$ cat src/rtl/alu_pkg.sv
// Shared definitions for the ALU issue controller: opcodes, instruction classes,
// status flag positions and sequencer states.
package alu_pkg;

  localparam logic [4:0] OP_NOT   = 5'd0;
  localparam logic [4:0] OP_AND   = 5'd1;
  localparam logic [4:0] OP_OR    = 5'd2;
  localparam logic [4:0] OP_XOR   = 5'd3;
  localparam logic [4:0] OP_SHL   = 5'd4;
  localparam logic [4:0] OP_SHR   = 5'd5;
  localparam logic [4:0] OP_INC   = 5'd6;
  localparam logic [4:0] OP_DEC   = 5'd7;
  localparam logic [4:0] OP_ROTR  = 5'd8;
  localparam logic [4:0] OP_ROTL  = 5'd9;
  localparam logic [4:0] OP_SWAP  = 5'd10;
  localparam logic [4:0] OP_ADD   = 5'd11;
  localparam logic [4:0] OP_ADDC  = 5'd12;
  localparam logic [4:0] OP_SUB   = 5'd13;
  localparam logic [4:0] OP_SUBB  = 5'd14;
  localparam logic [4:0] OP_EQ    = 5'd15;
  localparam logic [4:0] OP_GT    = 5'd16;
  localparam logic [4:0] OP_LT    = 5'd17;
  localparam logic [4:0] OP_GE    = 5'd18;
  localparam logic [4:0] OP_LE    = 5'd19;
  localparam logic [4:0] OP_JMP   = 5'd20;
  localparam logic [4:0] OP_JZ    = 5'd21;
  localparam logic [4:0] OP_JS    = 5'd22;
  localparam logic [4:0] OP_JZS   = 5'd23;
  localparam logic [4:0] OP_LDSR  = 5'd24;
  localparam logic [4:0] OP_XORSR = 5'd25;
  localparam logic [4:0] OP_NOP   = 5'd26;
  localparam logic [4:0] OP_TRAP  = 5'd27;

  localparam int FLAG_Z = 0;
  localparam int FLAG_S = 1;
  localparam int FLAG_C = 2;

  typedef enum logic [1:0] {
    ST_IDLE = 2'd0,
    ST_EXEC = 2'd1,
    ST_WB   = 2'd2,
    ST_TRAP = 2'd3
  } state_e;

  typedef enum logic [3:0] {
    CLS_LOGIC = 4'd0,
    CLS_SHIFT = 4'd1,
    CLS_ROT   = 4'd2,
    CLS_SWAP  = 4'd3,
    CLS_ARITH = 4'd4,
    CLS_CMP   = 4'd5,
    CLS_JUMP  = 4'd6,
    CLS_LDSR  = 4'd7,
    CLS_XORSR = 4'd8,
    CLS_NOP   = 4'd9,
    CLS_TRAP  = 4'd10
  } op_class_e;

  // Undefined opcodes fall into the trap class
  function automatic op_class_e op_class(input logic [4:0] op);
    case (op)
      OP_NOT, OP_AND, OP_OR, OP_XOR:         op_class = CLS_LOGIC;
      OP_SHL, OP_SHR, OP_INC, OP_DEC:        op_class = CLS_SHIFT;
      OP_ROTR, OP_ROTL:                      op_class = CLS_ROT;
      OP_SWAP:                               op_class = CLS_SWAP;
      OP_ADD, OP_ADDC, OP_SUB, OP_SUBB:      op_class = CLS_ARITH;
      OP_EQ, OP_GT, OP_LT, OP_GE, OP_LE:     op_class = CLS_CMP;
      OP_JMP, OP_JZ, OP_JS, OP_JZS:          op_class = CLS_JUMP;
      OP_LDSR:                               op_class = CLS_LDSR;
      OP_XORSR:                              op_class = CLS_XORSR;
      OP_NOP:                                op_class = CLS_NOP;
      default:                               op_class = CLS_TRAP;
    endcase
  endfunction

endpackage

$ cat src/rtl/alu_regfile.sv
// Register file for the issue controller: two asynchronous read ports and two
// synchronous write ports, cleared by the asynchronous reset.
module alu_regfile #(
  parameter int NREGS  = 8,
  parameter int WORD_W = 20
) (
  input  logic                     clk,
  input  logic                     rst_n,
  input  logic [$clog2(NREGS)-1:0] raddr0,
  input  logic [$clog2(NREGS)-1:0] raddr1,
  output logic [WORD_W-1:0]        rdata0,
  output logic [WORD_W-1:0]        rdata1,
  input  logic                     we0,
  input  logic [$clog2(NREGS)-1:0] waddr0,
  input  logic [WORD_W-1:0]        wdata0,
  input  logic                     we1,
  input  logic [$clog2(NREGS)-1:0] waddr1,
  input  logic [WORD_W-1:0]        wdata1
);
  localparam int IDX_W = $clog2(NREGS);

  logic [WORD_W-1:0] mem_r [NREGS];

  assign rdata0 = mem_r[raddr0];
  assign rdata1 = mem_r[raddr1];

  // Both ports commit on the same edge; port 0 wins when they hit the same entry
  always_ff @(posedge clk or negedge rst_n) begin
    if (!rst_n) begin
      for (int i = 0; i < NREGS; i++) mem_r[i] <= {WORD_W{1'b0}};
    end else begin
      for (int i = 0; i < NREGS; i++) begin
        if (we0 && (waddr0 == IDX_W'(i))) mem_r[i] <= wdata0;
        else if (we1 && (waddr1 == IDX_W'(i))) mem_r[i] <= wdata1;
      end
    end
  end

endmodule

$ cat src/rtl/alu_issue_ctrl.sv
// Issue sequencer for the ALU: accepts one instruction at a time, holds its operands
// stable for the ALU, then commits results, status flags and program-flow effects.
module alu_issue_ctrl
  import alu_pkg::*;
#(
  parameter int WORD_W   = 20,
  parameter int HALF_W   = 10,
  parameter int NREGS    = 8,
  parameter int EXEC_LAT = 1
) (
  input  logic                     clk,
  input  logic                     rst_n,
  input  logic                     instr_valid,
  output logic                     instr_ready,
  input  logic [4:0]               instr_op,
  input  logic                     instr_mode,
  input  logic [$clog2(NREGS)-1:0] instr_rd,
  input  logic [$clog2(NREGS)-1:0] instr_rs,
  input  logic [WORD_W-1:0]        instr_imm,
  output logic [4:0]               alu_op_o,
  output logic                     alu_mode_o,
  output logic [WORD_W-1:0]        alu_a_o,
  output logic [WORD_W-1:0]        alu_b_o,
  input  logic [WORD_W-1:0]        alu_res_i,
  input  logic [WORD_W-1:0]        alu_res2_i,
  input  logic                     alu_zero_i,
  input  logic                     alu_sign_i,
  input  logic                     alu_carry_i,
  output logic                     pc_load,
  output logic [WORD_W-1:0]        pc_target,
  output logic [2:0]               status_o,
  output logic                     trap_o
);
  localparam int IDX_W = $clog2(NREGS);
  localparam int CNT_W = (EXEC_LAT > 1) ? $clog2(EXEC_LAT) : 1;
  localparam logic [CNT_W-1:0] CNT_LOAD = CNT_W'(EXEC_LAT - 1);

  state_e            state_r, state_nxt_s;
  logic [CNT_W-1:0]  cnt_r;
  logic [IDX_W-1:0]  rd_r, rs_r;
  logic [WORD_W-1:0] imm_r;
  logic [2:0]        status_r, status_nxt_s;
  op_class_e         cls_s;
  logic              accept_s, jump_s, we0_s, we1_s, res_msb_s;
  logic [WORD_W-1:0] rdata0_s, rdata1_s, wdata0_s, wdata1_s;

  assign instr_ready = (state_r == ST_IDLE);
  assign accept_s    = instr_valid && instr_ready;
  assign cls_s       = op_class(alu_op_o);
  assign status_o    = status_r;

  // Half-word results never leak anything above HALF_W into the register file
  assign wdata0_s  = alu_mode_o ? alu_res_i  : {{(WORD_W-HALF_W){1'b0}}, alu_res_i[HALF_W-1:0]};
  assign wdata1_s  = alu_mode_o ? alu_res2_i : {{(WORD_W-HALF_W){1'b0}}, alu_res2_i[HALF_W-1:0]};
  assign res_msb_s = alu_mode_o ? alu_res_i[WORD_W-1] : alu_res_i[HALF_W-1];

  alu_regfile #(.NREGS(NREGS), .WORD_W(WORD_W)) u_rf (
    .clk    (clk),
    .rst_n  (rst_n),
    .raddr0 (instr_rd),
    .raddr1 (instr_rs),
    .rdata0 (rdata0_s),
    .rdata1 (rdata1_s),
    .we0    (we0_s),
    .waddr0 (rd_r),
    .wdata0 (wdata0_s),
    .we1    (we1_s),
    .waddr1 (rs_r),
    .wdata1 (wdata1_s)
  );

  // Sequencer next state; TRAP is left only through reset
  always_comb begin
    state_nxt_s = state_r;
    case (state_r)
      ST_IDLE: if (accept_s) state_nxt_s = ST_EXEC; else state_nxt_s = ST_IDLE;
      ST_EXEC: if (cnt_r == {CNT_W{1'b0}}) state_nxt_s = ST_WB; else state_nxt_s = ST_EXEC;
      ST_WB:   if (cls_s == CLS_TRAP) state_nxt_s = ST_TRAP; else state_nxt_s = ST_IDLE;
      ST_TRAP: state_nxt_s = ST_TRAP;
      default: state_nxt_s = ST_IDLE;
    endcase
  end

  // Writeback enables, flag update and jump resolution for the instruction in WB
  always_comb begin
    status_nxt_s = status_r;
    jump_s       = 1'b0;
    we0_s        = 1'b0;
    we1_s        = 1'b0;
    if (state_r == ST_WB) begin
      case (cls_s)
        CLS_LOGIC: begin
          we0_s = 1'b1;
          status_nxt_s[FLAG_Z] = alu_zero_i;
        end
        CLS_SHIFT: begin
          we0_s = 1'b1;
          status_nxt_s[FLAG_Z] = alu_zero_i;
          status_nxt_s[FLAG_C] = alu_carry_i;
        end
        CLS_ROT: we0_s = 1'b1;
        CLS_SWAP: begin
          // Swapping a register with itself leaves it untouched
          if (rd_r != rs_r) begin
            we0_s = 1'b1;
            we1_s = 1'b1;
          end else begin
            we0_s = 1'b0;
            we1_s = 1'b0;
          end
        end
        CLS_ARITH: begin
          we0_s = 1'b1;
          status_nxt_s[FLAG_Z] = alu_zero_i;
          status_nxt_s[FLAG_C] = alu_carry_i;
          status_nxt_s[FLAG_S] = res_msb_s;
        end
        CLS_CMP: begin
          status_nxt_s[FLAG_Z] = alu_zero_i;
          status_nxt_s[FLAG_S] = alu_sign_i;
        end
        CLS_JUMP: begin
          case (alu_op_o)
            OP_JMP:  jump_s = 1'b1;
            OP_JZ:   jump_s = status_r[FLAG_Z];
            OP_JS:   jump_s = status_r[FLAG_S];
            OP_JZS:  jump_s = status_r[FLAG_Z] & status_r[FLAG_S];
            default: jump_s = 1'b0;
          endcase
        end
        CLS_LDSR:  status_nxt_s = imm_r[2:0];
        CLS_XORSR: status_nxt_s = status_r ^ imm_r[2:0];
        CLS_NOP:   status_nxt_s = status_r;
        default:   status_nxt_s = status_r;
      endcase
    end else begin
      status_nxt_s = status_r;
    end
  end

  // State, instruction latch, ALU drive and committed outputs
  always_ff @(posedge clk or negedge rst_n) begin
    if (!rst_n) begin
      state_r    <= ST_IDLE;
      cnt_r      <= {CNT_W{1'b0}};
      rd_r       <= {IDX_W{1'b0}};
      rs_r       <= {IDX_W{1'b0}};
      imm_r      <= {WORD_W{1'b0}};
      alu_op_o   <= 5'd0;
      alu_mode_o <= 1'b0;
      alu_a_o    <= {WORD_W{1'b0}};
      alu_b_o    <= {WORD_W{1'b0}};
      status_r   <= 3'b000;
      pc_load    <= 1'b0;
      pc_target  <= {WORD_W{1'b0}};
      trap_o     <= 1'b0;
    end else begin
      state_r  <= state_nxt_s;
      status_r <= status_nxt_s;
      pc_load  <= jump_s;
      if (jump_s) pc_target <= imm_r;
      if ((state_r == ST_WB) && (cls_s == CLS_TRAP)) trap_o <= 1'b1;
      if (accept_s) begin
        cnt_r      <= CNT_LOAD;
        rd_r       <= instr_rd;
        rs_r       <= instr_rs;
        imm_r      <= instr_imm;
        alu_op_o   <= instr_op;
        alu_mode_o <= instr_mode;
        alu_a_o    <= rdata0_s;
        alu_b_o    <= rdata1_s;
      end else if ((state_r == ST_EXEC) && (cnt_r != {CNT_W{1'b0}})) begin
        cnt_r <= cnt_r - 1'b1;
      end
    end
  end

endmodule

$ cat config.mk
export PLATFORM = sky130hd
export DESIGN_NAME = alu_issue_ctrl
export DESIGN_NICKNAME = d
export VERILOG_FILES = /design/src/rtl/alu_pkg.sv /design/src/rtl/alu_regfile.sv /design/src/rtl/alu_issue_ctrl.sv
export SDC_FILE = /design/constraint.sdc
export NUM_CORES = 1
export LEC_CHECK = 0
export ABC_AREA = 0
export BUFFER_PORTS_ARGS = -buffer_cell sky130_fd_sc_hd__buf_4
export CORE_MARGIN = 2
export CORE_UTILIZATION = 45
export CTS_BUF_LIST = sky130_fd_sc_hd__clkbuf_4
export CTS_CLUSTER_DIAMETER = 60
export CTS_CLUSTER_SIZE = 20
export DETAILED_ROUTE_END_ITERATION = 6
export GPL_ROUTABILITY_DRIVEN = 0
export PLACE_DENSITY = 0.63
export SETUP_SLACK_MARGIN = 0.3
export SKIP_CTS_REPAIR_TIMING = 1
export SYNTH_ARGS = -nofsm -noshare
export SYNTH_HDL_FRONTEND = slang
export SYNTH_SLANG_ARGS = --single-unit
$ cat constraint.sdc
create_clock -name clk -period 2.7 [get_ports clk]
set_input_delay 0.27 -clock clk [delete_from_list [all_inputs] [get_ports clk]]
set_output_delay 0.27 -clock clk [all_outputs]
set_load 0.05 [all_outputs]
==> results of run 1 <==
## registers in the layout (all words and copies together), names as in the netlist
register and cells:
alu_a_o 20, alu_b_o 20, alu_mode_o 1, alu_op_o 5, cnt_r 1, imm_r 20, pc_load 1, pc_target 20
rd_r 3, rs_r 3, state_r 2, status_o 3, trap_o 1, u_rf.mem_r 160
## through the flow
step | utilization | power, mW | std cells | setup TNS, ns | hold WS [ns]
finish | 0.598 | 23.1 | 1941 | -0.00857 | 0.0263
global route | 0.598 | 24.3 | 1940 | -4.36 | 0.0473
CTS | 0.541 | 20.9 | 1823 | -0.432 | -0.659
detailed placement | 0.527 | 18.4 | 1775 | -0.0650 | 0.178
global placement | 0.527 | 18.2 | 1775 | 0 | 0.178
floorplan | - | 14.6 | 1258 | 0 | -0.0256
## layout make-up
class / instances / area (µm²) / share of cell area
Clock inverter: 20 / 236 / 0.0126
Clock buffer: 28 / 210 / 0.0112
Tap cell: 402 / 503 / 0.0268
Inverter: 4 / 15.0 / 0.000800
Sequential cell: 260 / 6510 / 0.347
Timing Repair Buffer: 367 / 3580 / 0.191
Antenna cell: 2 / 5.00 / 0.000267
Multi-Input combinational cell: 858 / 7710 / 0.411
## power by group through the flow
stage | combinational [mW] | sequential, mW | clock, mW
6_report | 13.7 | 6.99 | 2.49
5_1_grt | 14.4 | 7.20 | 2.69
4_1_cts | 11.4 | 6.94 | 2.52
3_5_place_dp | 11.4 | 7.03 | 0
3_3_place_gp | 11.3 | 6.96 | 0
2_1_floorplan | 6.14 | 8.43 | 0
## layout by cell type, fill, tap and decap left out, types with 7 or more instances in the layout
cell type,n
buf_12,26
clkbuf_4,28
nand3_1,60
mux2_2,49
nor2_1,51
mux4_2,80
o32ai_1,12
buf_6,32
a21oi_1,52
nor3_1,75
a21o_1,34
a221o_1,48
nand2_2,16
a31oi_1,20
and2_1,12
buf_8,8
inv_6,8
dlygate4sd3_1,64
mux2i_1,97
o21ai_1,41
dfrtp_1,255
nand2_1,61
buf_4,228
o21ai_0,20
clkbuf_16,7
o32ai_2,13
## cells by family (layout without fill, tap and decap cells)
logic type,Yosys count,count (layout),share of synthesized area
DFF,260,260,0.456
AOI/OAI and AO/OA,287,287,0.142
other,0,2,0
muxes,231,231,0.237
and+or+nand+nor,332,332,0.116
adders and majority gates,5,5,0.00439
buffers and inverters,140,419,0.0424
xor gates and xnor gates,3,3,0.00184
## cell usage after synthesis, drive strengths merged, types with 4 or more instances
| cell | number |
|---|---|
| a22o | 4 |
| and2 | 15 |
| clkbuf | 86 |
| inv | 4 |
| mux4 | 80 |
| mux2 | 50 |
| nor3 | 83 |
| nor4 | 5 |
| nor2b | 5 |
| a31oi | 21 |
| a21oi | 58 |
| o21ai | 66 |
| o32ai | 27 |
| a221o | 48 |
| ha | 5 |
| nand2 | 78 |
| o22ai | 4 |
| mux2i | 101 |
| nand2b | 5 |
| nor2 | 59 |
| dfrtp | 260 |
| buf | 50 |
| nand3 | 61 |
| a21o | 34 |
## critical path: cells and delay by family, from the launching register on
kind | cells | cell delay, ns
compound gates | 1 | 0.17
fa+ha+maj | 1 | 0.18
buf+inv | 4 | 0.61
flops | 1 | 0.48
simple gates | 5 | 1.19
## path summary, 6_finish.rpt
path	start	to	slack, ns	depth (start not counted)
max in group asynchronous	rst_n	u_rf.mem_r[63]	2.10	3
worst min-delay path	instr_rd[2]	alu_a_o[11]	0.03	3
worst max register to register	alu_op_o[1]	u_rf.mem_r[24]	-0.007	11
worst max-delay path	alu_op_o[1]	u_rf.mem_r[24]	-0.007	11
worst min register to register	trap_o	trap_o	0.49	1
min in group asynchronous	rst_n	alu_a_o[14]	0.07	3
## layer usage
layer / track usage / vias to the layer above / part of all wire
met3: 0.0742 / 128 / 0.12
met4: 0.0729 / 2 / 0.027
met2: 0.435 / 758 / 0.45
met1: 0.390 / 6227 / 0.41
li1: - / 5322 / -
met5: 0 / - / 0.00027
==> metrics.txt, run 1 <==
status finished with violations; failing checks negative setup slack; crit path max-delay cell type or4b_4; WP data arrival approximately 3.4 ns; final WL roughly 49000 µm; power share of the combinational group 0.590; Vias/cell around 6.4; leakage power 7.98 nW; Final Critical Period 2.71 ns; H-tree depth 1; fillcell total ~2600; Worst VDD drop approximately 0.85 mV; antenna violations before repair 4; post-synth cell types 68; GR Overflow Total 0; Mapped Cells 1258; floorplan core area 31400 µm²; pin count of the biggest net entering global routing slightly below 90; internal power 12.4 mW; drc violations 0; Syn Nets about 1300; die area around 33000 µm²; Hold Crit Class in -> reg; Post-DP HPWL between 30000 and 40000 µm; I/O Buffers around 150; Final Hold Viols 0; final worst slack -0.00685 ns; initial core utilization 0.454; Seq/Total Area, Yosys 0.456; Max-Cap Viols 0; synthesized area per cell ~11 µm²; antenna viol nets, final 0; fmax about 0.37 GHz; Area Overhead vs Synth 31.6%; CTS sink cnt 260; top-area cell type share of the netlist area 0.456; die width around 180 µm; worst slew pin tran roughly 0.7 ns; length of the first detailed-routing pass in iterations 5; Num CTS Buffers 27; number of global-route vias before repair about 12000; drt first-iter violations 1123; worst-path cell chain ha_4 -> or4b_4 -> nor4_4 -> nand2_4 -> buf_8 -> buf_12 -> nor4_4 -> buf_4 -> buf_8 -> nand2_2 -> a31oi_1; TritonCTS clock tree built; Seq pwr share 0.302; Yosys top cell by area dfrtp_1; Root Buffer Master clkbuf_4; crit-path max FO 7; Ys Warns 0; FFs w/ async S/R, synth 1.00; layout net count between 1500 and 2000; net switching power around 11 mW; num rows 65; Clock Path Buffers 3; Max Slew Vio Count 0; dpl ws -0.0250 ns; first-pass GRT wire length between 70000 and 80000 µm; relative slew slack 0.514; Setup CP Type reg -> reg; RSZ-0062 raised after global routing true; CP peak stage delay around 0.50 ns; CP startpoint kind register; clock share of power 0.108; vias 12400; number of flops mapped to enable cells by yosys 0; final period utilization 1.00; All-Layer GR Usage 0.279; layout cell share with drive strength beyond 1 0.379; Required @ worst endpoint roughly 3.4 ns; crit path capture type register; Post-Place Cell Area about 17000 µm²; Clk pin slew, worst setup/hold paths about 0.17 ns; IO Pins 150; Setup Viol. Count Final 2; Clock Skews 0.0321 ns; dominant synthesized flop cell dfrtp_1; DIE HEIGHT between 150 and 200 µm; Routed wire per std cell between 20 and 30 µm; Yosys reg bits 260; synth top area cells dfrtp_1 (46%), mux4_2 (13%), mux2i_1 (7.1%); PD cells around 1200 nW/µm²; Clock Latency Late Sink 0.78 ns; Post-Syn Area roughly 14000 µm²; Design Area, Final between 15000 and 20000 µm²; switch share 0.466
No activity file was read; power rests on OpenSTA's default activity.
==> inputs of run 2 (changes only) <==
CELL_PAD_IN_SITES_DETAIL_PLACEMENT = 1   (was default)
CELL_PAD_IN_SITES_GLOBAL_PLACEMENT = 1   (was default)
CORE_UTILIZATION = 44   (was 45)
PLACE_DENSITY = 0.75   (was 0.63)
==> run 2 against run 1 <==
Compared with the run above:
- the run ends with negative hold slack, negative setup slack left
- worst hold slack worse by 0.044 ns
- cell count shrank 0.57%
- first-iteration DRC count rose by 6.8%
- via count rose by 5.0%
- fmax decreased by 3.9%
- largest power group unchanged
- highest routed layer is now met4
==> metrics.txt, run 2 (synthesis results as in run 1) <==
status finished with violations; failing checks negative hold slack, negative setup slack; worst hold margin -0.0174 ns (-0.0437 ns); Top reg by flops u_rf.mem_r; number of global-route vias before repair 12600 (+5.0%); All-Layer GR Usage 0.294 (+0.0147); final WL 57300 µm (+17%); Worst VDD drop 0.985 mV (+16%); CP peak stage delay 0.51 ns (about the same); RSZ-0062 raised after global routing true; length of the first detailed-routing pass in iterations 7 (+2); fillcell total 3204 (+24%); Required @ worst endpoint 3.39 ns (about the same); Final Critical Period 2.82 ns (+0.109 ns); most frequent cells in the layout dfrtp_1 (254), buf_4 (224), mux2i_1 (98); die area 33900 µm² (+2.2%); Num CTS Buffers 26 (-3.7%); Max Slew Vio Count 0 (unchanged); net switching power 11.6 mW (+7.6%); Clk pin slew, worst setup/hold paths 0.19 ns (+0.02 ns); fmax 0.355 GHz (-3.9%); final worst slack -0.116 ns (-0.109 ns); Setup Viol. Count Final 22 (+20); Hold Crit Class in -> async; I/O Buffers 149 (unchanged); leading cell type in the layout, fill and taps excluded dfrtp_1; num rows 65 (unchanged); leakage power 7.99 nW (+0.18%); worst slew pin tran 0.796 ns (+0.0874 ns); GR Overflow Total 0 (unchanged); Crit path top cell by count buf_6; Clock Latency Late Sink 0.80 ns (+0.02 ns); initial core utilization 0.450 (-0.00466); setup_tns -0.733 ns (-0.725 ns); dpl ws -0.0798 ns (-0.0548 ns); vias 13100 (+5.0%); internal power 12.8 mW (+3.7%); Vias/cell 6.76 (+5.6%); first-pass GRT wire length 75600 µm (+5.3%); flip-flop count of the largest register after layout 160 (unchanged); antenna viol nets, final 0 (unchanged); Area Overhead vs Synth 33.4%; Max-Cap Viols 0 (unchanged); clock share of power 0.116 (+0.008); final period utilization 1.04 (+0.0403); Routed wire per std cell 29.7 µm (+18%); H-tree depth 1 (unchanged); DIE HEIGHT 184 µm (+1.1%); layout cell share with drive strength beyond 1 0.390 (+0.0112); CTS sink cnt 260 (unchanged); Clock Skews 0.0661 ns (+0.0341 ns); drt first-iter violations 1199 (+6.8%); Post-DP HPWL 33300 µm (+8.7%); worst reg2reg path depth 10 (-1); crit path max-delay cell type dfrtp_2; PD cells 1280 nW/µm² (+4.1%); Seq pwr share 0.298 (-0.004); power share of the combinational group 0.586 (-0.004); non-filler cells, final 1930 (-0.57%); relative slew slack 0.470 (-0.0447); Root Buffer Master clkbuf_4; die width 184 µm (+1.1%); floorplan core area 31700 µm² (+1.0%); crit-path max FO 6 (-1); antenna violations before repair 1 (-3); pin count of the biggest net entering global routing 64 (-27%); Final Hold Viols 9 (+9); IO Pins 150 (unchanged); WP data arrival 3.51 ns (+0.11 ns); dpl cells 1780 (+0.28%); worst-path cell chain ha_4 -> or4b_4 -> nor4_4 -> nand2_4 -> nor4b_4 -> buf_6 -> buf_6 -> buf_8 -> mux2i_1 -> a21oi_1; TritonCTS clock tree built; drc violations 0 (unchanged); crit path capture type register; layout net count 1590 (-0.69%); switch share 0.475 (+0.00917); Clock Path Buffers 3 (unchanged); CP startpoint kind register; Setup CP Type reg -> reg
[run 2: cell count changes in the layout (fill, tap and decap cells not counted), moves of 5 or more]
| cell | before | now |
|---|---|---|
| nand2_2 | 16 | 8 |
| nand2_1 | 61 | 56 |
| o21ai_0 | 20 | 39 |
| nand2_4 | 1 | 14 |
| buf_8 | 8 | 2 |
| o32ai_4 | 2 | 9 |
| o21ai_1 | 41 | 26 |
[run 2: critical path: cells and delay by family, from the launching register on]
| family | cells | cell delay [ns] |
|---|---|---|
| muxes | 1 | 0.25 |
| adders and majority gates | 1 | 0.19 |
| buffers and inverters | 3 | 0.42 |
| AOI/OAI and AO/OA | 1 | 0.12 |
| and+or+nand+nor | 4 | 1.27 |
| DFF | 1 | 0.51 |
[run 2: final cells by class]
| class | count | area [µm²] | share of cell area |
|---|---|---|---|
| Multi-Input combinational cell | 858 | 8010 | 0.421 |
| Timing Repair Buffer | 357 | 3460 | 0.182 |
| Sequential cell | 260 | 6510 | 0.342 |
| Clock buffer | 27 | 203 | 0.0107 |
| Clock inverter | 20 | 322 | 0.0169 |
| Antenna cell | 2 | 5.00 | 0.000263 |
| Tap cell | 402 | 503 | 0.0264 |
| Inverter | 4 | 15.0 | 0.000789 |
[run 2: stage by stage]
step	instance area [µm²]	util	hold slack, ns	power [mW]
floorplan	14600	-	-0.0256	14.6
global placement	16600	0.524	0.246	18.4
detailed placement	16600	0.524	0.244	18.8
CTS	17100	0.541	-0.617	21.6
global route	19000	0.600	-0.0122	25.3
finish	19000	0.600	-0.0174	24.4
[run 2: worst paths after layout]
path / slack [ns] / from / endpoint
worst max-delay path: -0.12 / alu_op_o[1] / u_rf.mem_r[44]
worst min-delay path: -0.02 / rst_n / alu_a_o[14]
worst max register to register: -0.12 / alu_op_o[1] / u_rf.mem_r[44]
worst min register to register: 0.50 / trap_o / trap_o
max in group asynchronous: 1.90 / rst_n / u_rf.mem_r[103]
min in group clk: 0 / alu_res2_i[15] / u_rf.mem_r[35]
[run 2: power by group through the flow]
stage	Clock (mW)	Combinational [mW]	Sequential (mW)
2_1_floorplan	0	6.14	8.43
3_3_place_gp	0	11.4	6.97
3_5_place_dp	0	11.7	7.12
4_1_cts	2.86	11.7	7.04
5_1_grt	3.01	14.9	7.45
6_report	2.83	14.3	7.28
[run 2: metal layers]
metal  wire [µm]  track usage  up-vias  part of all wire
met1       21600        0.394     6713              0.38
met4        2650       0.0966        0             0.046
met5           0            0        -                 0
met2       27400        0.472      832              0.48
met3        5610       0.0691      207             0.098
li1            -            -     5302                 -
==> inputs of run 3 (changes only) <==
ABC_CLOCK_PERIOD_IN_PS = 3400   (was default)
CORE_UTILIZATION = 45   (was 44)
CTS_BUF_LIST = sky130_fd_sc_hd__clkbuf_8   (was sky130_fd_sc_hd__clkbuf_4)
PLACE_DENSITY = 0.74   (was 0.75)
clock period = 3.4 ns   (was 2.7 ns; I/O delays follow)
==> run 3 against run 2 <==
Compared with the run above:
- worst setup slack better by 0.53 ns
- final area down 11%
- cell count down 5.7%
- clock skew down 0.037 ns
- non-clock buffer count down 117
- fmax down 5.8%
- routed wire length down 15%
- die area down 2.2%
- clock power down 3%
- worst hold slack better by 0.033 ns
- the flow now finishes without violations
- critical path depth down 1
==> metrics.txt, run 3 (synthesis results as in run 1) <==
status completed; diode count 0 (-2); Final Hold Viols 0 (-9); length of the first detailed-routing pass in iterations 5 (-2); drt first-iter violations 1057 (-12%); fmax 0.334 GHz (-5.8%); worst slew pin tran 1.21 ns (+0.410 ns); relative slew slack 0.195 (-0.274); final worst slack 0.410 ns (+0.526 ns); vias 11800 (-9.9%); crit path capture type register; setup_tns 0 ns (+0.733 ns); Setup Viol. Count Final 0 (-100%); RSZ-0062 raised after global routing false; flip-flop count of the largest register after layout 160 (unchanged); final WL 48400 µm (-15%); Clock Latency Late Sink 0.63 ns (-0.17 ns); final core occ 0.542 (-0.0578); Post-DP HPWL 30800 µm (-7.4%); antenna violations before repair 0 (-1); antenna viol nets, final 0 (unchanged); Worst VDD drop 0.616 mV (-37%); fillcell total 3297 (+2.9%); IO Pins 150 (unchanged); H-tree depth 1 (unchanged); PD cells 1000 nW/µm² (-22%); Clk pin slew, worst setup/hold paths 0.10 ns (-0.09 ns); Clock Path Buffers 3 (unchanged); layout cell share with drive strength beyond 1 0.304 (-0.0860); GR Overflow Total 0 (unchanged); Final Critical Period 2.99 ns (+0.174 ns); Max-Cap Viols 0 (unchanged); Required @ worst endpoint 3.88 ns (+0.49 ns); Top reg by flops u_rf.mem_r; Setup CP Type reg -> reg; num rows 65 (unchanged); non-filler cells, final 1820 (-5.7%); dpl ws 0.257 ns (+0.337 ns); layout net count 1477 (-7.1%); leading cell type in the layout, fill and taps excluded dfrtp_1; Num CTS Buffers 30 (+15%); Routed wire per std cell 26.6 µm (-10%); TritonCTS clock tree built; number of global-route vias before repair 12300 (-2.3%); die width 182 µm (-1.1%); Max Slew Vio Count 0 (unchanged); floorplan core area 31400 µm² (-1.0%); Hold Crit Class in -> reg; All-Layer GR Usage 0.291 (-0.00271); first-pass GRT wire length 74300 µm (-1.8%); CP startpoint kind register; final period utilization 0.879 (-0.164); dpl cells 1736 (-2.5%); initial core utilization 0.454 (+0.00466); CTS sink cnt 260 (unchanged); DIE HEIGHT 182 µm (-1.1%); Root Buffer Master clkbuf_8; Vias/cell 6.46 (-4.5%); pin count of the biggest net entering global routing 80 (+25%); leakage power 7.23 nW (-9.6%); Area Overhead vs Synth 19.3%; Clock Skews 0.0296 ns (-0.0366 ns); crit-path max FO 14 (+8); die area 33100 µm² (-2.2%); most frequent cells in the layout dfrtp_1 (260), buf_4 (203), mux2i_1 (101); drc violations 0 (unchanged); I/O Buffers 149 (unchanged); WP data arrival 3.47 ns (-0.04 ns)
==> run 3: cell types whose count changed in the layout (fill, tap and decap cells not counted), moves of 21 or more <==
cell	previous run	this run
buf_6	34	1
clkbuf_4	27	0
dlygate4sd3_1	62	27
clkbuf_8	0	34
nand2_1	56	77
buf_4	224	203
==> run 3: stage by stage <==
stage | area (µm²) | hold WS, ns | power [mW]
2_1_floorplan | 14300 | 0.0444 | 11.2
3_3_place_gp | 15900 | 0.385 | 13.8
3_5_place_dp | 15900 | 0.381 | 14.1
4_1_cts | 16700 | -0.288 | 16.9
5_1_grt | 17000 | 0.0264 | 18.0
6_report | 17000 | 0.0157 | 17.1
==> run 3: worst max-delay path, cell delays in order, from the launching register on <==
cell and delay [ns]:
dfrtp_1 0.45, ha_1 0.26, or4b_4 0.53, nor4_4 0.30, nand2_2 0.08, buf_4 0.23, nor4_2 0.33, buf_4 0.34
mux2i_1 0.25, o21ai_1 0.08
==> run 3: power breakdown <==
group | leakage [nW] | switching [mW] | internal [mW]
Combinational | 3.58 | 5.35 | 3.26
Clock | 0.389 | 1.37 | 1.37
Sequential | 3.26 | 1.24 | 4.49
Total | 7.23 | 7.96 | 9.11
==> run 3: path summary, 6_finish.rpt <==
path	slack, ns	start	to	cells past startpoint
worst max-delay path	0.41	alu_op_o[0]	u_rf.mem_r[108]	9
worst min-delay path	0.02	alu_res_i[4]	u_rf.mem_r[144]	3
worst max register to register	0.41	alu_op_o[0]	u_rf.mem_r[108]	9
worst min register to register	0.48	cnt_r	cnt_r	1
max in group asynchronous	2.15	rst_n	u_rf.mem_r[14]	3
min in group asynchronous	0.29	rst_n	pc_target[13]	2
==> run 3: area by class of cell <==
cell class | instances | area [µm²] | area share
Clock buffer | 34 | 468 | 0.0275
Clock inverter | 22 | 305 | 0.0179
Inverter | 4 | 15.0 | 0.000882
Multi-Input combinational cell | 858 | 7240 | 0.426
Sequential cell | 260 | 6510 | 0.382
Tap cell | 402 | 503 | 0.0296
Timing Repair Buffer | 240 | 1980 | 0.116
==> run 3: metal layers <==
layer / vias to the layer above / share of wire / GRT usage
met5: - / 0 / 0
met4: 0 / 0.026 / 0.0794
met3: 95 / 0.083 / 0.0583
met2: 507 / 0.47 / 0.465
met1: 6094 / 0.42 / 0.408
li1: 5060 / - / -
